<file path="src/rtl/cam_cfg_pkg.sv">
// cam_cfg_pkg: shared constants and FSM encoding for the camera config sequencer
package cam_cfg_pkg;
    localparam int ROM_DEPTH = 1024;
    localparam int ROM_AW = $clog2(ROM_DEPTH);
    localparam logic [7:0] END_DATA = 8'hFF;
    localparam logic [7:0] DELAY_DATA = 8'hF0;
    typedef enum logic [2:0] {IDLE, FETCH, DECODE, SEND, WAIT_ACK, DELAY, NEXT, DONE} state_t;
endpackage

</file>
<file path="src/rtl/cam_config_sequencer_if.sv">
// cam_config_sequencer_if: config ROM read port plus SCCB command handshake
interface cam_config_sequencer_if #(parameter int I2C_ADDR_16 = 0);
    import cam_cfg_pkg::*;
    localparam int REG_W = 8 + 8 * I2C_ADDR_16;
    logic [ROM_AW-1:0] rom_addr;
    logic [REG_W+7:0] rom_dout;
    logic cmd_valid;
    logic cmd_ready;
    logic [REG_W-1:0] cmd_reg_addr;
    logic [7:0] cmd_data;
    logic cmd_done;
    logic cmd_nack;
    modport master(
        output rom_addr, cmd_valid, cmd_reg_addr, cmd_data,
        input rom_dout, cmd_ready, cmd_done, cmd_nack
    );
    modport slave(
        input rom_addr, cmd_valid, cmd_reg_addr, cmd_data,
        output rom_dout, cmd_ready, cmd_done, cmd_nack
    );
endinterface

</file>
<file path="src/rtl/cam_cfg_delay_timer.sv">
// cam_cfg_delay_timer: loadable down-counter; expired marks the last cycle of the delay
module cam_cfg_delay_timer #(
    parameter int CYCLES = 500000
) (
    input  logic clk,
    input  logic rst,
    input  logic load,
    input  logic en,
    output logic expired
);
    localparam int W = $clog2(CYCLES + 1);
    logic [W-1:0] cnt_q, cnt_d;
    always_comb cnt_d = load ? W'(CYCLES) : (en && cnt_q != '0) ? cnt_q - 1'b1 : cnt_q;
    always_ff @(posedge clk) cnt_q <= rst ? '0 : cnt_d;
    assign expired = cnt_q == W'(1);
endmodule

</file>
<file path="src/rtl/cam_config_sequencer.sv">
// cam_config_sequencer: walks the config ROM and issues one SCCB write per entry.
// Define CAM_CFG_NACK_RETRY_EN to resend NACKed entries up to MAX_RETRY times.
module cam_config_sequencer
    import cam_cfg_pkg::*;
#(
    parameter int I2C_ADDR_16 = 0,
    parameter int DELAY_CYCLES = 500000,
    parameter int MAX_RETRY = 3
) (
    input  logic clk,
    input  logic rst,
    input  logic start,
    cam_config_sequencer_if.master bus,
    output logic busy,
    output logic done,
    output logic nack_seen
);
    localparam int REG_W = 8 + 8 * I2C_ADDR_16;
`ifdef CAM_CFG_NACK_RETRY_EN
    localparam int RETRIES = MAX_RETRY;
`else
    localparam int RETRIES = 0;
`endif
    localparam int RW = $clog2(RETRIES + 2);

    state_t state_q, state_d;
    logic [ROM_AW-1:0] rom_addr_q, rom_addr_d;
    logic [REG_W-1:0] reg_q, reg_d;
    logic [7:0] data_q, data_d;
    logic nack_q, nack_d;
    logic [RW-1:0] retry_q, retry_d;
    logic load, expired;
    logic [REG_W-1:0] rom_reg;
    logic [7:0] rom_data;
    logic is_ctrl;

    assign rom_reg = bus.rom_dout[REG_W+7:8];
    assign rom_data = bus.rom_dout[7:0];
    assign is_ctrl = &rom_reg;

    cam_cfg_delay_timer #(.CYCLES(DELAY_CYCLES)) u_timer (
        .clk(clk), .rst(rst), .load(load), .en(state_q == DELAY), .expired(expired)
    );

    always_comb begin
        state_d = state_q;
        rom_addr_d = rom_addr_q;
        reg_d = reg_q;
        data_d = data_q;
        nack_d = nack_q;
        retry_d = retry_q;
        load = 1'b0;
        case (state_q)
            IDLE, DONE: if (start) begin
                state_d = FETCH;
                rom_addr_d = '0;
                nack_d = 1'b0;
            end
            FETCH: state_d = DECODE;
            DECODE: if (is_ctrl && rom_data == END_DATA) begin
                state_d = DONE;
            end else if (is_ctrl && rom_data == DELAY_DATA) begin
                load = 1'b1;
                state_d = DELAY;
            end else begin
                reg_d = rom_reg;
                data_d = rom_data;
                retry_d = '0;
                state_d = SEND;
            end
            SEND: state_d = bus.cmd_ready ? WAIT_ACK : SEND;
            // With retries disabled RETRIES is 0 and every NACK falls through to NEXT
            WAIT_ACK: if (bus.cmd_done) begin
                if (bus.cmd_nack && int'(retry_q) < RETRIES) begin
                    retry_d = retry_q + 1'b1;
                    state_d = SEND;
                end else begin
                    nack_d = nack_q | bus.cmd_nack;
                    state_d = NEXT;
                end
            end
            DELAY: state_d = expired ? NEXT : DELAY;
            NEXT: if (rom_addr_q == ROM_AW'(ROM_DEPTH - 1)) begin
                state_d = DONE;
            end else begin
                rom_addr_d = rom_addr_q + 1'b1;
                state_d = FETCH;
            end
            default: state_d = IDLE;
        endcase
    end

    always_ff @(posedge clk) begin
        if (rst) begin
            state_q <= IDLE;
            rom_addr_q <= '0;
            reg_q <= '0;
            data_q <= '0;
            nack_q <= 1'b0;
            retry_q <= '0;
        end else begin
            state_q <= state_d;
            rom_addr_q <= rom_addr_d;
            reg_q <= reg_d;
            data_q <= data_d;
            nack_q <= nack_d;
            retry_q <= retry_d;
        end
    end

    assign bus.rom_addr = rom_addr_q;
    assign bus.cmd_valid = state_q == SEND;
    assign bus.cmd_reg_addr = reg_q;
    assign bus.cmd_data = data_q;
    assign busy = state_q != IDLE && state_q != DONE;
    assign done = state_q == DONE;
    assign nack_seen = nack_q;
endmodule

</file>
<file path="src/flat_wrapper.sv">
// flat-port wrapper written by rule: the top's interface ports become plain ports
module cam_config_sequencer_flat import cam_cfg_pkg::*;
#(
    parameter int I2C_ADDR_16 = 0,
    parameter int DELAY_CYCLES = 500000,
    parameter int MAX_RETRY = 3
)
  (clk, rst, start, busy, done, nack_seen, bus_rom_addr, bus_cmd_valid, bus_cmd_reg_addr, bus_cmd_data, bus_rom_dout, bus_cmd_ready, bus_cmd_done, bus_cmd_nack);
  cam_config_sequencer_if #(.I2C_ADDR_16(I2C_ADDR_16)) bus_i ();
  input  logic clk;
  input  logic rst;
  input  logic start;
  output logic busy;
  output logic done;
  output logic nack_seen;
  output wire logic [$bits(bus_i.rom_addr)-1:0] bus_rom_addr;
  output wire logic [$bits(bus_i.cmd_valid)-1:0] bus_cmd_valid;
  output wire logic [$bits(bus_i.cmd_reg_addr)-1:0] bus_cmd_reg_addr;
  output wire logic [$bits(bus_i.cmd_data)-1:0] bus_cmd_data;
  input wire logic [$bits(bus_i.rom_dout)-1:0] bus_rom_dout;
  input wire logic [$bits(bus_i.cmd_ready)-1:0] bus_cmd_ready;
  input wire logic [$bits(bus_i.cmd_done)-1:0] bus_cmd_done;
  input wire logic [$bits(bus_i.cmd_nack)-1:0] bus_cmd_nack;
  assign bus_rom_addr = bus_i.rom_addr;
  assign bus_cmd_valid = bus_i.cmd_valid;
  assign bus_cmd_reg_addr = bus_i.cmd_reg_addr;
  assign bus_cmd_data = bus_i.cmd_data;
  assign bus_i.rom_dout = bus_rom_dout;
  assign bus_i.cmd_ready = bus_cmd_ready;
  assign bus_i.cmd_done = bus_cmd_done;
  assign bus_i.cmd_nack = bus_cmd_nack;
  cam_config_sequencer #(.I2C_ADDR_16(I2C_ADDR_16), .DELAY_CYCLES(DELAY_CYCLES), .MAX_RETRY(MAX_RETRY)) u_core (.clk(clk), .rst(rst), .start(start), .bus(bus_i), .busy(busy), .done(done), .nack_seen(nack_seen));
endmodule
</file>
<file path="config.mk">
export PLATFORM = sky130hd
export DESIGN_NAME = cam_config_sequencer_flat
export DESIGN_NICKNAME = d
export VERILOG_FILES = /design/src/rtl/cam_cfg_pkg.sv /design/src/rtl/cam_config_sequencer_if.sv /design/src/rtl/cam_cfg_delay_timer.sv /design/src/rtl/cam_config_sequencer.sv /design/src/flat_wrapper.sv
export SDC_FILE = /design/constraint.sdc
export NUM_CORES = 1
export LEC_CHECK = 0
export CAP_MARGIN = 20
export CORE_ASPECT_RATIO = 0.6
export CORE_UTILIZATION = 47
export DETAILED_ROUTE_END_ITERATION = 12
export PLACE_DENSITY_LB_ADDON = 0.12
export SYNTH_ARGS = -nofsm -noshare
export SYNTH_HDL_FRONTEND = slang
export SYNTH_SLANG_ARGS = --single-unit
</file>
<file path="constraint.sdc">
create_clock -name clk -period 1.8 [get_ports clk]
set_clock_uncertainty 0.05 [all_clocks]
set_input_delay 0.18 -clock clk [delete_from_list [all_inputs] [get_ports clk]]
set_output_delay 0.18 -clock clk [all_outputs]
set_load 0.005 [all_outputs]
</file>
* Word-level counts from Yosys, hierarchy flattened
Cells that the tools add are included.
W data, S select, Z words.
** Word-level totals
- Bits in registers :: 49
- Bits of input ports :: 22
- Output and inout port bits :: 30
- Word-level logic and storage cells :: 63
** Operators by class
- $add $sub $neg :: 2
- Equal/unequal tests :: 15
- Muxes and demuxes :: 19
- Bitwise logic cells :: 3
- Reduce and logical (&&, ||, !) cells :: 17
** Operator list (number)
- $mux W19 :: 2
- $pmux W3 S7 :: 1
- $mux W10 :: 2
- $pmux W10 S2 :: 1
- $eq A19 B1 Y1 const B :: 1
- $reduce_bool A19 Y1 :: 1
- $sub A19 B1 Y19 const B :: 1
- $mux W3 :: 6
- $eq A8 B8 Y1 const B :: 2
- $eq A3 B3 Y1 const B :: 4
- $add A10 B1 Y10 const B :: 1
- $eq A10 B10 Y1 const B :: 1
- $reduce_and A3 Y1 :: 3
- $reduce_and A8 Y1 :: 1
- $eq A3 B2 Y1 const B :: 2
- $ne A2 B2 Y1 const B :: 3
- $reduce_bool A2 Y1 :: 3
- $mux W1 :: 5
- $logic_and A1 B1 Y1 :: 4
- $reduce_or A2 Y1 :: 2
- $eq A3 B1 Y1 const B :: 1
- $logic_not A3 Y1 :: 1
- $ne A3 B3 Y1 const B :: 1
- $reduce_bool A3 Y1 :: 1
- other kinds (5) :: 6

* Longest topological paths before layout
Gate-level depths: netlist of the first run.
- Depth in word-level cells :: 6
- Mapped depth :: 7
- Depth with buffers taken out :: 6

* Cells and area by module
Synthesis of the first run repeated with hierarchy kept, for this count alone.
** Unflattened totals
- Cells, all modules :: 340
- Area, all modules :: 2904.0 µm²
** By module, submodules not included
- cam_config_sequencer :: instances 1, cells each 194, area each 1640.3 µm², seq. area each 600.6 µm²
- cam_cfg_delay_timer :: instances 1, cells each 146, area each 1263.7 µm², seq. area each 380.4 µm²

* Least setup slack after synthesis of the first run
No wires, ideal clock.
- Kind :: register -> register
- Start point :: register u_core.u_timer.cnt_q[0]
- End point :: register u_core.u_timer.cnt_q[15]
- Library setup time :: 74 ps
- Arrival time :: 1757 ps
- Data required time :: 1676 ps
- Slack :: -82 ps
- Cell stages (with the launch flop) :: 8
- Buffers on the path :: 1
- Period minus slack after synthesis :: 1882 ps
- Cell sequence :: dfxtp_1 -> inv_1 -> ha_1 -> or4b_4 -> o41ai_4 -> buf_4 -> o31ai_1 -> a31oi_1
** On the way
- Word-level cells in the longest chain between the ends :: 3
- Elaborated cells on any way between the ends :: 6
- Those cells by class :: 1 x add/sub; 2 x mux; 3 x reduce/logical
** Ends and longest elaborated chain
- start: declaration :: RTL line cam_cfg_delay_timer.sv:12 : logic [W-1:0] cnt_q, cnt_d;
- start signal: assignment :: RTL line cam_cfg_delay_timer.sv:14 : always_ff @(posedge clk) cnt_q <= rst ? '0 : cnt_d;
- $sub A19 B1 Y19 / $reduce_bool A19 Y1 (equally long branches) :: RTL line cam_cfg_delay_timer.sv:13 : always_comb cnt_d = load ? W'(CYCLES) : (en && cnt_q != '0) ? cnt_q - 1'b1 : cnt_q;
- $mux W19 / $logic_and A1 B1 Y1 (equally long branches) :: RTL line cam_cfg_delay_timer.sv:13
- $mux W19 / $reduce_bool A2 Y1 (equally long branches)
Parallel ways exist; a longest one is shown, timed or not. The select of a mux whose other input is x is not followed.
A chain may end at the register's enable or synchronous reset.

* Worst setup path after layout of the first run
- Start point :: register u_core.u_timer.cnt_q[0]
- End point :: register u_core.u_timer.cnt_q[12]
** On the way
- Word-level cells in the longest chain between the ends :: 2
- Elaborated cells on any way between the ends :: 3
- Those cells by class :: 1 x add/sub; 2 x reduce/logical
** Ends and longest elaborated chain
- parallel branches: the longest is 2 deep, another holds $sub A19 B1 Y19
Several ways; the timed one is not identified.

==> results of run 1 <==
cells in the final DEF (no fill, tap or decap), drive strengths merged, types with 3 or more instances in the layout:
cell type / instances
a211oi: 4
a21oi: 21
a31oi: 8
and3: 4
buf: 81
clkbuf: 5
clkdlybuf4s50: 48
dfxtp: 49
ha: 4
inv: 6
mux2i: 24
nand2: 13
nand2b: 37
nand3: 10
nand3b: 4
nand4: 12
nor2: 13
nor2b: 4
nor3: 10
nor4: 8
o21ai: 15
o31ai: 11
o41ai: 3
or3: 9
or3b: 3
or4: 10
what timing repair did:
action / in CTS / in global routing
gates resized for setup: 31 / 26
gates cloned: 1 / 0
buffers inserted: 8 / 0
setup endpoints to repair: 22 / 30
pin swaps: 10 / 5
final timing paths:
| kind | startpoint | slack [ns] | depth (start not counted) | endpoint |
|---|---|---|---|---|
| worst max register to register | u_core.u_timer.cnt_q[0] | -0.11 | 7 | u_core.u_timer.cnt_q[12] |
| worst min-delay path | u_core.bus.cmd_reg_addr[7] | 0.42 | 2 | u_core.bus.cmd_reg_addr[7] |
| worst max-delay path | u_core.u_timer.cnt_q[0] | -0.11 | 7 | u_core.u_timer.cnt_q[12] |
| worst min register to register | u_core.bus.cmd_reg_addr[7] | 0.42 | 2 | u_core.bus.cmd_reg_addr[7] |
power by group through the flow:
| stage | combinational, W | sequential [W] | clock, W |
|---|---|---|---|
| finish | 0.000263 | 0.00110 | 0.000957 |
| global route | 0.000282 | 0.00110 | 0.00101 |
| CTS | 0.000251 | 0.00110 | 0.000964 |
| detailed placement | 0.000244 | 0.00113 | 0 |
| global placement | 0.000239 | 0.00113 | 0 |
| floorplan | 0.0000999 | 0.00112 | 0 |
synth_stat cells, drive strengths merged:
| cell | instances | area (sq um) |
|---|---|---|
| a211o | 1 | 8.76 |
| a311o | 1 | 10.0 |
| and2 | 1 | 6.26 |
| or4 | 10 | 75.1 |
| nor4bb | 1 | 10.0 |
| nand4b | 2 | 17.5 |
| a31o | 1 | 8.76 |
| mux2i | 24 | 240 |
| inv | 5 | 18.8 |
| or3 | 9 | 56.3 |
| o311a | 1 | 10.0 |
| and4 | 2 | 17.5 |
| o211ai | 1 | 7.51 |
| o21bai | 1 | 7.51 |
| o221ai | 1 | 8.76 |
| o2111a | 1 | 11.3 |
| or4b | 2 | 23.8 |
| or3b | 3 | 26.3 |
| a2111oi | 2 | 17.5 |
| dfxtp | 49 | 981 |
| o31ai | 11 | 82.6 |
| and3 | 4 | 25.0 |
| buf | 8 | 41.3 |
| clkbuf | 12 | 45.0 |
| a31oi | 8 | 50.1 |
| a211oi | 4 | 30.0 |
| nor3 | 10 | 50.1 |
| nand4 | 12 | 75.1 |
| nand2 | 13 | 48.8 |
| a21oi | 21 | 109 |
| nand2b | 37 | 231 |
| a41oi | 1 | 8.76 |
| nor3b | 1 | 7.51 |
| o41ai | 3 | 45.1 |
| o21ai | 15 | 75.1 |
| nor2b | 4 | 25.0 |
| nor4 | 8 | 50.1 |
| nor4b | 2 | 17.5 |
| or2 | 2 | 12.5 |
| ha | 4 | 50.1 |
| nor2 | 13 | 48.8 |
| and3b | 1 | 8.76 |
| nand3 | 10 | 50.1 |
| nand3b | 4 | 30.0 |
flip-flops by register name (all words and copies together) (netlist names):
| register | cells |
|---|---|
| u_core.u_timer.cnt_q | 19 |
| u_core.bus.rom_addr | 10 |
| u_core.bus.cmd_data | 8 |
| u_core.bus.cmd_reg_addr | 8 |
| u_core.state_q | 3 |
| u_core.nack_seen | 1 |
cell type report:
class | count | area (sq um)
fillers | 392 | 1360
repair buffers | 132 | 1160
clock inverters | 3 | 68.8
multi-input cells | 252 | 1880
flip-flops and latches | 49 | 1000
well taps | 80 | 100
inverters | 5 | 18.8
clock buffers | 5 | 68.8
tightest hold or removal path, delay by kind of cell (launching register included):
kind	cells	cell delay, ns
muxes	1	0.05
DFF	1	0.32
and+or+nand+nor	1	0.06
cells by family (layout without fill, tap and decap cells):
group,Yosys count,count (layout),synth area share [%]
DFF,49,49,35.3
adders and majority gates,4,4,1.80
muxes,24,24,8.64
AOI/OAI and AO/OA,73,73,17.6
and+or+nand+nor,151,151,32.9
buffers and inverters,25,145,3.78
routing by layer:
| layer | share of wire [%] | up-vias |
|---|---|---|
| met1 | 49 | 1436 |
| met4 | 0.98 | 0 |
| met3 | 4.7 | 11 |
| met2 | 45 | 94 |
| met5 | 0 | - |
| li1 | - | 1478 |
metrics by stage:
stage | hold WS (ns) | util (%) | power [W]
finish | 0.423 | 76.0 | 0.00232
global route | 0.439 | 76.0 | 0.00239
CTS | 0.426 | 74.0 | 0.00231
detailed placement | 0.412 | 68.8 | 0.00137
global placement | 0.408 | 68.8 | 0.00136
floorplan | 0.285 | - | 0.00122
==> tab_implementation.tex, run 1 <==
\begin{tabular}{lr}
\hline
Metric & Value \\
\hline
\multicolumn{2}{l}{\textbf{STA}} \\
\quad Final hold violation count & 0 \\
\quad Final setup violating endpoints & 8 \\
\quad Post-route fraction of the period consumed by the critical path & 106\% \\
\quad Fin Setup TNS & -0.679 ns \\
\quad RSZ-0062 raised after global routing & true \\
\quad Slew Limit Headroom & 68.9\% \\
\quad Minimum clock period & 1.91 ns \\
\quad Maximum clock rate & 525 MHz \\
\quad Final setup slack of the worst path & -0.105 ns \\
\quad Actual slew at the worst max-slew pin & 0.462 ns \\
\quad Pins over their slew limit & 0 \\
\multicolumn{2}{l}{\textbf{Setup path}} \\
\quad Critical Path Start Type & register \\
\quad Critical path fanouts, max & 4 \\
\quad Slowest-stage cell, CP & sky130\_fd\_sc\_hd\_\_or4b\_4 \\
\quad Kind of cell adding the most delay to the critical path & simple AND/OR/NAND/NOR gates \\
\quad Largest stage delay on the critical path & 0.50 ns \\
\quad Crit path capture type & register \\
\quad Critical path class & reg2reg \\
\quad Arrival time of the worst setup path & $\sim$2.1 ns \\
\quad Number of buffers and inverters on the critical path & 2 \\
\quad Required time reported for the critical path endpoint & 1.94 ns \\
\quad Cells along the critical path & inv\_2 > ha\_4 > or4b\_4 > o41ai\_4 > buf\_2 > or4\_4 > a21oi\_1 \\
\multicolumn{2}{l}{\textbf{Drt}} \\
\quad Number of vias per cell after detailed routing & 5.74 \\
\quad Wirelength per Cell & 16.0 um \\
\quad 1st-pass router iterations & 5 \\
\quad Total number of vias & just over 3k \\
\quad Total wire length & 8430 um \\
\quad Post-route ant nets & 0 \\
\quad Drc violations & 0 \\
\quad Starting DRT DRC Count & 200 \\
\multicolumn{2}{l}{\textbf{Layout}} \\
\quad Proportion of layout cells with a drive suffix above 1 & a little under a third \\
\quad Non-filler cells in the finished layout & around 530 \\
\quad Area added between synthesis and finish & 54.4\% \\
\quad Post-layout nets & 471 \\
\quad Number of antenna cells inserted & 0 \\
\quad Post-route cell area & between 4000 and 5000 sq um \\
\multicolumn{2}{l}{\textbf{Yosys}} \\
\quad Yosys synthesis warning count & 0 \\
\quad Number of instances in the synthesized netlist & 326 \\
\quad Post-synthesis cell area & 2780 sq um \\
\quad Number of nets in the synthesized netlist & 352 \\
\quad Proportion of synthesized chip area in sequential cells & 35.3\% \\
\quad Register bit total from synthesis & slightly below 50 \\
\quad Post-synthesis cell type count & 50 \\
\quad Avg Synthesized Cell Area & approximately 8.5 sq um \\
\multicolumn{2}{l}{\textbf{Placed design}} \\
\quad Number of cells after detailed placement & 509 \\
\quad Worst slack at placement & -0.321 ns \\
\quad GPL Wtd Cong & between 0.8 and 0.9 \\
\quad HPWL after detailed placement & between 5000 and 6000 um \\
\quad Cell area after placement & 3890 sq um \\
\quad Port bufs & 51 \\
\multicolumn{2}{l}{\textbf{Power}} \\
\quad Clock network power share & 41.3\% \\
\quad VDD IR max & 0.334 mV \\
\quad LEAKAGE & 1.57 nW \\
\quad Net switching power of the design & 0.000520 W \\
\quad Power density relative to cell area & 540 nW/um\^{}2 \\
\quad Power share of the sequential group & 47.4\% \\
\quad Switching share of power & 22.4\% \\
\quad Internal power contribution & 0.00180 W \\
\quad Relative contribution of combinational cells to total power & 11.3\% \\
\multicolumn{2}{l}{\textbf{Die}} \\
\quad Core area & 5650 sq um \\
\quad Die boundary width & about 100 um \\
\quad Vertical extent of the die & 61.6 um \\
\quad Number of top-level pins & 52 \\
\quad Site row count & 21 \\
\quad Die area & 6240 sq um \\
\quad Starting Density & just under 50\% \\
\multicolumn{2}{l}{\textbf{Global routing}} \\
\quad Met1 GRT Util & $\sim$37\% \\
\quad Via count of the first global-routing pass & 2,726 \\
\quad Antenna violations before repair & 0 \\
\quad Met2 routing resource usage after global routing & $\sim$44\% \\
\quad Tot GR Track Use & 26.7\% \\
\quad Busiest grt layer & met2 \\
\quad Global-route track usage on met3 & 4.54\% \\
\quad First-pass GRT wire length & 12,900 um \\
\quad GR Overflow Total & 0 \\
\quad Largest net degree at the start of global routing & 46 \\
\multicolumn{2}{l}{\textbf{Min path}} \\
\quad Hold WC Path Type & reg2reg \\
\multicolumn{2}{l}{\textbf{Clocking}} \\
\quad Number of clock sinks seen by CTS & 49 \\
\quad CTS Hold Buffers Added & 0 \\
\quad Maximum number of buffers from clock root to sink & 2 \\
\quad Clock edge transition at the registers on the reported setup and hold paths & 0.09 ns \\
\quad TritonCTS clock tree & done \\
\quad Number of buffers created by CTS & 5 \\
\quad Root cell of the clock tree & sky130\_fd\_sc\_hd\_\_clkbuf\_8 \\
\quad Clock network latency to the later pin of the worst-skew pair & 0.30 ns \\
\quad Number of levels the H-tree was split into & 2 \\
\multicolumn{2}{l}{\textbf{Outcome}} \\
\quad Outcome & finished with violations \\
\quad Violated checks & setup timing \\
\multicolumn{2}{l}{\textbf{Run}} \\
\quad Max\_cap viols & 0 \\
\hline
\end{tabular}
(Power assumes the default switching activity.)
==> run 2: changes to the inputs <==
Settings changed: TNS_END_PERCENT from default to 5.
==> run 2 against run 1 <==
Against the previous run:
- the run still ends with setup timing left
- final area decreased by 3.6%
- non-clock buffer count decreased by 9
- core utilization decreased by 2.8 points
- first-iteration DRC count decreased by 28%
- clock power increased by 1%
- total power increased by 0.30%
- via count decreased by 0.50%
- register-to-register slack improved by 0.02 ns
- flip-flop and latch count unchanged
- critical endpoint is now u_core.u_timer.cnt_q[13]
- fmax increased by 0.94%
- critical path depth unchanged
- die area unchanged
==> tab_implementation.tex, run 2 (synthesis results as in run 1) <==
\begin{tabular}{lr}
\hline
Metric & Value \\
\hline
\multicolumn{2}{l}{\textbf{STA}} \\
\quad Pins over their slew limit & 0 (unchanged) \\
\quad Maximum clock rate & 530 MHz (+0.94\%) \\
\quad Minimum clock period & 1.89 ns (-0.0177 ns) \\
\quad Final setup violating endpoints & 11 (+3) \\
\quad Post-route fraction of the period consumed by the critical path & 105\% (-0.98 points) \\
\quad Actual slew at the worst max-slew pin & 0.417 ns (-0.0457 ns) \\
\quad Slew Limit Headroom & 72.1\% (+3.2 points) \\
\quad Final hold violation count & 0 (unchanged) \\
\quad Final setup slack of the worst path & -0.0873 ns (+0.0177 ns) \\
\quad RSZ-0062 raised after global routing & true \\
\multicolumn{2}{l}{\textbf{Setup path}} \\
\quad Critical path fanouts, max & 9 (+5) \\
\quad Arrival time of the worst setup path & 2.08 ns (+0.03 ns) \\
\quad Number of cells on the critical path & 7 (unchanged) \\
\quad Largest stage delay on the critical path & 0.49 ns (about the same) \\
\quad Crit path launch & u\_core.u\_timer.cnt\_q[0] \\
\quad Slowest-stage cell, CP & sky130\_fd\_sc\_hd\_\_or4b\_4 \\
\quad Number of buffers and inverters on the critical path & 2 (unchanged) \\
\quad Worst reg2reg startpoint & u\_core.u\_timer.cnt\_q[0] \\
\quad Critical Path Start Type & register \\
\quad Required time reported for the critical path endpoint & 2.00 ns (+0.06 ns) \\
\quad Crit path capture type & register \\
\quad Register-to-register path setup slack & -0.09 ns (+0.02 ns) \\
\quad Endpoint of the lowest-slack register-to-register path & u\_core.u\_timer.cnt\_q[13] \\
\quad Cells along the critical path & inv\_2 > ha\_4 > or4b\_4 > o41ai\_4 > buf\_4 > o31ai\_1 > a31oi\_1 \\
\quad Critical path class & reg2reg \\
\quad Setup crit end & u\_core.u\_timer.cnt\_q[13] \\
\quad Kind of cell adding the most delay to the critical path & compound AO/OA/AOI/OAI gates \\
\quad Register-to-Register Path Depth & 7 (unchanged) \\
\multicolumn{2}{l}{\textbf{Global routing}} \\
\quad Via count of the first global-routing pass & 2,674 (-1.9\%) \\
\quad Tot GR Track Use & 25.9\% (-0.73 points) \\
\quad First-pass GRT wire length & 12,600 um (-2.7\%) \\
\quad Largest net degree at the start of global routing & 46 (unchanged) \\
\quad Antenna violations before repair & 0 (unchanged) \\
\quad GR Overflow Total & 0 (unchanged) \\
\multicolumn{2}{l}{\textbf{Placed design}} \\
\quad Port bufs & 51 (unchanged) \\
\quad HPWL after detailed placement & 5790 um (unchanged) \\
\quad Number of cells after detailed placement & 509 (unchanged) \\
\quad GPL Wtd Cong & 0.868 (unchanged) \\
\quad Cell area after placement & 3890 sq um (unchanged) \\
\multicolumn{2}{l}{\textbf{Clocking}} \\
\quad Root cell of the clock tree & sky130\_fd\_sc\_hd\_\_clkbuf\_8 \\
\quad Setup Buffers After CTS & 0 (-8) \\
\quad Maximum number of buffers from clock root to sink & 2 (unchanged) \\
\quad Number of buffers created by CTS & 5 (unchanged) \\
\quad Number of clock sinks seen by CTS & 49 (unchanged) \\
\quad CTS Hold Buffers Added & 0 (unchanged) \\
\quad Clock network latency to the later pin of the worst-skew pair & 0.31 ns (about the same) \\
\quad Clock edge transition at the registers on the reported setup and hold paths & 0.10 ns (about the same) \\
\quad Number of levels the H-tree was split into & 2 (unchanged) \\
\quad TritonCTS clock tree & done \\
\multicolumn{2}{l}{\textbf{Layout}} \\
\quad Most frequent standard cell in the layout excluding fill and tap cells & sky130\_fd\_sc\_hd\_\_buf\_4 \\
\quad Number of antenna cells inserted & 0 (unchanged) \\
\quad Most used cells in the layout excluding fill and tap cells & sky130\_fd\_sc\_hd\_\_buf\_4 (67), sky130\_fd\_sc\_hd\_\_clkdlybuf4s50\_1 (48), sky130\_fd\_sc\_hd\_\_dfxtp\_1 (44), sky130\_fd\_sc\_hd\_\_nand2b\_1 (37), sky130\_fd\_sc\_hd\_\_mux2i\_1 (24) \\
\quad Proportion of layout cells with a drive suffix above 1 & 26.1\% (-4.9 points) \\
\quad Max FFs per register & 19 (unchanged) \\
\quad Area added between synthesis and finish & 48.8\% \\
\quad Non-filler cells in the finished layout & 517 (-1.7\%) \\
\quad Register with the highest flop count & u\_core.u\_timer.cnt\_q \\
\quad Post-route cell area & 4140 sq um (-3.6\%) \\
\quad Post-layout nets & 462 (-1.9\%) \\
\multicolumn{2}{l}{\textbf{Drt}} \\
\quad Starting DRT DRC Count & 145 (-28\%) \\
\quad Wirelength per Cell & 15.4 um (-4.1\%) \\
\quad Post-route ant nets & 0 (unchanged) \\
\quad Total number of vias & 3,004 (-0.50\%) \\
\quad Drc violations & 0 (unchanged) \\
\quad Number of vias per cell after detailed routing & 5.81 (+1.2\%) \\
\quad Total wire length & 7950 um (-5.7\%) \\
\quad 1st-pass router iterations & 5 (unchanged) \\
\multicolumn{2}{l}{\textbf{Die}} \\
\quad Starting Density & 49.2\% (unchanged) \\
\quad Vertical extent of the die & 61.6 um (unchanged) \\
\quad Die area & 6240 sq um (unchanged) \\
\quad Site row count & 21 (unchanged) \\
\quad Core area & 5650 sq um (unchanged) \\
\quad Die boundary width & 101 um (unchanged) \\
\quad Number of top-level pins & 52 (unchanged) \\
\multicolumn{2}{l}{\textbf{Outcome}} \\
\quad Violated checks & setup timing \\
\quad Outcome & finished with violations \\
\multicolumn{2}{l}{\textbf{Power}} \\
\quad VDD IR max & 0.339 mV (+1.5\%) \\
\quad LEAKAGE & 1.54 nW (-2.1\%) \\
\quad Power density relative to cell area & 562 nW/um\^{}2 (+4.1\%) \\
\multicolumn{2}{l}{\textbf{Min path}} \\
\quad Cell depth of the worst hold path & 3 (+1) \\
\quad Hold WC Path Type & in2reg \\
\multicolumn{2}{l}{\textbf{Run}} \\
\quad Max\_cap viols & 0 (unchanged) \\
\hline
\end{tabular}
[run 2: report_power, final]
group / internal, W / switching (W) / total (W)
Clock: 0.000560 / 0.000410 / 0.000970
Combinational: 0.000147 / 0.000108 / 0.000255
Sequential: 0.00109 / 0.00000916 / 0.00110
[run 2: layer usage]
| metal | global-route usage, % | vias to the layer above | wire length, um |
|---|---|---|---|
| li1 | - | 1464 | - |
| met1 | 36.3 | 1440 | 3900 |
| met2 | 42.2 | 90 | 3500 |
| met3 | 4.65 | 10 | 465 |
| met4 | 5.80 | 0 | 86 |
| met5 | 0 | - | 0 |
[run 2: how the worst min path moves through the flow]
stage	from	endpoint	slack [ns]
2_1_floorplan	bus_rom_dout[1]	u_core.bus.cmd_data[1]	0.29
3_3_place_gp	u_core.bus.cmd_data[4]	u_core.bus.cmd_data[4]	0.41
3_5_place_dp	u_core.bus.cmd_reg_addr[0]	u_core.bus.cmd_reg_addr[0]	0.41
4_1_cts	u_core.bus.cmd_data[5]	u_core.bus.cmd_data[5]	0.43
5_1_grt	u_core.bus.cmd_data[5]	u_core.bus.cmd_data[5]	0.44
6_report	bus_rom_dout[5]	u_core.bus.cmd_data[5]	0.42
[run 2: stage by stage]
step	TNS, ns	worst slack (ns)	hold WS (ns)	total power [W]	util, %
CTS	-1.02	-0.120	0.426	0.00231	72.0
finish	-0.563	-0.0873	0.420	0.00232	73.2
global placement	-2.78	-0.180	0.408	0.00136	68.8
global route	-1.73	-0.189	0.441	0.00238	73.2
floorplan	0	0.00456	0.285	0.00122	-
detailed placement	-5.09	-0.321	0.412	0.00137	68.8
[run 2: area by class of cell]
class,instances,area (sq um)
Multi-Input combinational cell,252,1790
Clock buffer,5,68.8
Clock inverter,3,68.8
Inverter,5,18.8
Sequential cell,49,995
Fill cell,436,1510
Timing Repair Buffer,123,1090
Tap cell,80,100
[run 2: what timing repair did]
| action | in CTS | in global routing |
|---|---|---|
| setup endpoints to repair | 22 | 33 |
| gates cloned | 0 | 0 |
| resized for setup | 12 | 20 |
| pin swaps | 3 | 1 |
[run 2: worst register-to-register path, cell delays in order (launching register included)]
cell and delay [ns]:
sky130_fd_sc_hd__dfxtp_2 0.35, sky130_fd_sc_hd__inv_2 0.09, sky130_fd_sc_hd__ha_4 0.14, sky130_fd_sc_hd__or4b_4 0.49, sky130_fd_sc_hd__o41ai_4 0.26, sky130_fd_sc_hd__buf_4 0.22, sky130_fd_sc_hd__o31ai_1 0.08, sky130_fd_sc_hd__a31oi_1 0.16
==> run 3: changes to the inputs <==
Settings changed: CORE_UTILIZATION 47 to 52, REMOVE_ABC_BUFFERS from default to 1, SLEW_MARGIN from default to 10.
Clock period 1.8 ns to 2.1 ns, I/O delays scaled along.
==> run 3 against run 2 <==
Against the previous run:
- the run now ends clean
- global-route usage grew 0.33 points
- clock power down 43%
- die area fell by 9.4%
- total power decreased by 27%
- fmax shrank 4.6%
- hold slack better by 0.0090 ns
- core utilization shrank 1.0 points
- largest cell class unchanged
- largest power group unchanged
- highest routed layer unchanged
==> tab_implementation.tex, run 3 (synthesis results as in run 1) <==
\begin{tabular}{lr}
\hline
Metric & Value \\
\hline
\multicolumn{2}{l}{\textbf{Die}} \\
\quad Number of top-level pins & 52 (unchanged) \\
\quad Vertical extent of the die & 58.6 um (-4.8\%) \\
\quad Die area & 5650 sq um (-9.4\%) \\
\quad Starting Density & 54.5\% (+5.2 points) \\
\quad Die boundary width & 96.4 um (-4.8\%) \\
\quad Core area & 5100 sq um (-9.6\%) \\
\quad Site row count & 20 (-4.8\%) \\
\multicolumn{2}{l}{\textbf{Placed design}} \\
\quad HPWL after detailed placement & 5270 um (-8.9\%) \\
\quad GPL Wtd Cong & 0.850 (-2.1\%) \\
\quad Number of cells after detailed placement & 459 (-9.8\%) \\
\quad Port bufs & 51 (unchanged) \\
\multicolumn{2}{l}{\textbf{Clocking}} \\
\quad Number of levels the H-tree was split into & 2 (unchanged) \\
\quad CTS Hold Buffers Added & 0 (unchanged) \\
\quad Number of clock sinks seen by CTS & 49 (unchanged) \\
\quad Maximum number of buffers from clock root to sink & 2 (unchanged) \\
\quad Root cell of the clock tree & sky130\_fd\_sc\_hd\_\_clkbuf\_8 \\
\quad Setup Buffers After CTS & 0 (unchanged) \\
\quad Clock edge transition at the registers on the reported setup and hold paths & 0.09 ns (about the same) \\
\quad Clock network latency to the later pin of the worst-skew pair & 0.30 ns (about the same) \\
\quad TritonCTS clock tree & done \\
\quad Number of buffers created by CTS & 5 (unchanged) \\
\multicolumn{2}{l}{\textbf{Global routing}} \\
\quad Tot GR Track Use & 26.3\% (+0.33 points) \\
\quad GR Overflow Total & 0 (unchanged) \\
\quad Largest net degree at the start of global routing & 30 (-35\%) \\
\quad First-pass GRT wire length & 11,400 um (-8.9\%) \\
\quad Antenna violations before repair & 0 (unchanged) \\
\quad Via count of the first global-routing pass & 2,434 (-9.0\%) \\
\multicolumn{2}{l}{\textbf{Drt}} \\
\quad Starting DRT DRC Count & 191 (+32\%) \\
\quad 1st-pass router iterations & 4 (-1) \\
\quad Drc violations & 0 (unchanged) \\
\quad Total wire length & 7200 um (-9.4\%) \\
\quad Post-route ant nets & 0 (unchanged) \\
\quad Number of vias per cell after detailed routing & 5.91 (+1.6\%) \\
\quad Wirelength per Cell & 15.4 um (+0.28\%) \\
\quad Met2 Wirelength & 2900 um (-17\%) \\
\quad Total number of vias & 2,758 (-8.2\%) \\
\quad Routed metal-1 wire length & 3690 um (-5.4\%) \\
\quad Highest metal layer used by the detailed router & met4 \\
\quad Sum of met3 wire segment lengths after detailed routing & 569 um (+22\%) \\
\multicolumn{2}{l}{\textbf{Setup path}} \\
\quad Critical path class & reg2reg \\
\quad Critical Path Start Type & register \\
\quad Critical path fanouts, max & 7 (-2) \\
\quad Arrival time of the worst setup path & 2.15 ns (+0.07 ns) \\
\quad Register-to-Register Path Depth & 6 (-1) \\
\quad Crit path capture type & register \\
\quad Required time reported for the critical path endpoint & 2.27 ns (+0.27 ns) \\
\multicolumn{2}{l}{\textbf{STA}} \\
\quad Final setup violating endpoints & 0 (-11) \\
\quad Post-route fraction of the period consumed by the critical path & 94.2\% (-11 points) \\
\quad Minimum clock period & 1.98 ns (+0.0901 ns) \\
\quad Slew Limit Headroom & 54.1\% (-18 points) \\
\quad Actual slew at the worst max-slew pin & 0.687 ns (+0.270 ns) \\
\quad RSZ-0062 raised after global routing & false \\
\quad Maximum clock rate & 506 MHz (-4.6\%) \\
\quad Final hold violation count & 0 (unchanged) \\
\quad Pins over their slew limit & 0 (unchanged) \\
\quad Fin Setup TNS & 0 ns (+0.563 ns) \\
\multicolumn{2}{l}{\textbf{Layout}} \\
\quad Post-layout nets & 426 (-7.8\%) \\
\quad Area of the multi-input gates & 1720 sq um (-4.0\%) \\
\quad Most used cells in the layout excluding fill and tap cells & sky130\_fd\_sc\_hd\_\_clkdlybuf4s50\_1 (51), sky130\_fd\_sc\_hd\_\_dfxtp\_1 (46), sky130\_fd\_sc\_hd\_\_nand2b\_1 (37), sky130\_fd\_sc\_hd\_\_buf\_4 (34), sky130\_fd\_sc\_hd\_\_mux2i\_1 (24) \\
\quad Most frequent standard cell in the layout excluding fill and tap cells & sky130\_fd\_sc\_hd\_\_clkdlybuf4s50\_1 \\
\quad Fillers & 427 (-2.1\%) \\
\quad Area added between synthesis and finish & 32.6\% \\
\quad Max FFs per register & 19 (unchanged) \\
\quad Proportion of layout cells with a drive suffix above 1 & 14.7\% (-11 points) \\
\quad Non-filler cells in the finished layout & 467 (-9.7\%) \\
\quad Final Util & 72.2\% (-1.0 points) \\
\quad Register with the highest flop count & u\_core.u\_timer.cnt\_q \\
\quad Flip-flop and latch area & 985 sq um (-1.0\%) \\
\quad Number of antenna cells inserted & 0 (unchanged) \\
\multicolumn{2}{l}{\textbf{Power}} \\
\quad VDD IR max & 0.245 mV (-28\%) \\
\quad Power density relative to cell area & 459 nW/um\^{}2 (-18\%) \\
\quad LEAKAGE & 1.25 nW (-19\%) \\
\multicolumn{2}{l}{\textbf{Outcome}} \\
\quad Outcome & finished, final reports clean \\
\multicolumn{2}{l}{\textbf{Min path}} \\
\quad Hold WC Path Type & reg2reg \\
\quad Cell depth of the worst hold path & 2 (-1) \\
\multicolumn{2}{l}{\textbf{Run}} \\
\quad Max\_cap viols & 0 (unchanged) \\
\hline
\end{tabular}
-- run 3: layout make-up --
| class | instances | area share, % |
|---|---|---|
| timing repair buffer | 87 | 21.6 |
| multi-input combinational | 252 | 46.6 |
| clock inverter | 1 | 0.204 |
| tap | 66 | 2.24 |
| inverter | 5 | 0.509 |
| sequential | 49 | 26.7 |
| clock buffer | 7 | 2.07 |
-- run 3: worst paths after layout --
check                              from                          to  slack [ns]
max reg2reg     u_core.u_timer.cnt_q[0]     u_core.u_timer.cnt_q[7]        0.12
max             u_core.u_timer.cnt_q[0]     u_core.u_timer.cnt_q[7]        0.12
min reg2reg  u_core.bus.cmd_reg_addr[6]  u_core.bus.cmd_reg_addr[6]        0.43
min          u_core.bus.cmd_reg_addr[6]  u_core.bus.cmd_reg_addr[6]        0.43
-- run 3: power breakdown --
group          internal [W]  switching [W]  total [W]  leakage (nW)
logic              0.000111      0.0000820   0.000193         0.812
clock network      0.000237       0.000313   0.000549        0.0385
registers          0.000936      0.0000115   0.000948         0.396
-- run 3: worst max-delay path: stages (launching register included) --
cell,delay [ns]
sky130_fd_sc_hd__dfxtp_1,0.36
sky130_fd_sc_hd__inv_2,0.07
sky130_fd_sc_hd__ha_1,0.20
sky130_fd_sc_hd__nor4b_2,0.21
sky130_fd_sc_hd__and3_1,0.21
sky130_fd_sc_hd__or4b_2,0.64
sky130_fd_sc_hd__a21oi_1,0.16
-- run 3: stage by stage --
stage          hold WS, ns  area (sq um)  total power (W)  setup slack [ns]
2_1_floorplan        0.229          2690          0.00104           -0.0704
3_3_place_gp         0.406          3570          0.00116           -0.0772
3_5_place_dp         0.413          3570          0.00116            -0.147
4_1_cts              0.429          3670          0.00171            0.0498
5_1_grt              0.441          3690          0.00176            0.0195
6_report             0.429          3690          0.00169             0.123
-- run 3: repair_timing --
action	in CTS	in global routing
gates resized for setup	2	7
endpoints found under the setup margin	12	18
pin swaps	0	1
-- run 3: routing by layer --
| metal | up-vias | track usage, % |
|---|---|---|
| li1 | 1379 | - |
| met1 | 1279 | 39.8 |
| met2 | 95 | 37.3 |
| met3 | 5 | 6.85 |
| met4 | 0 | 5.25 |
| met5 | - | 0 |
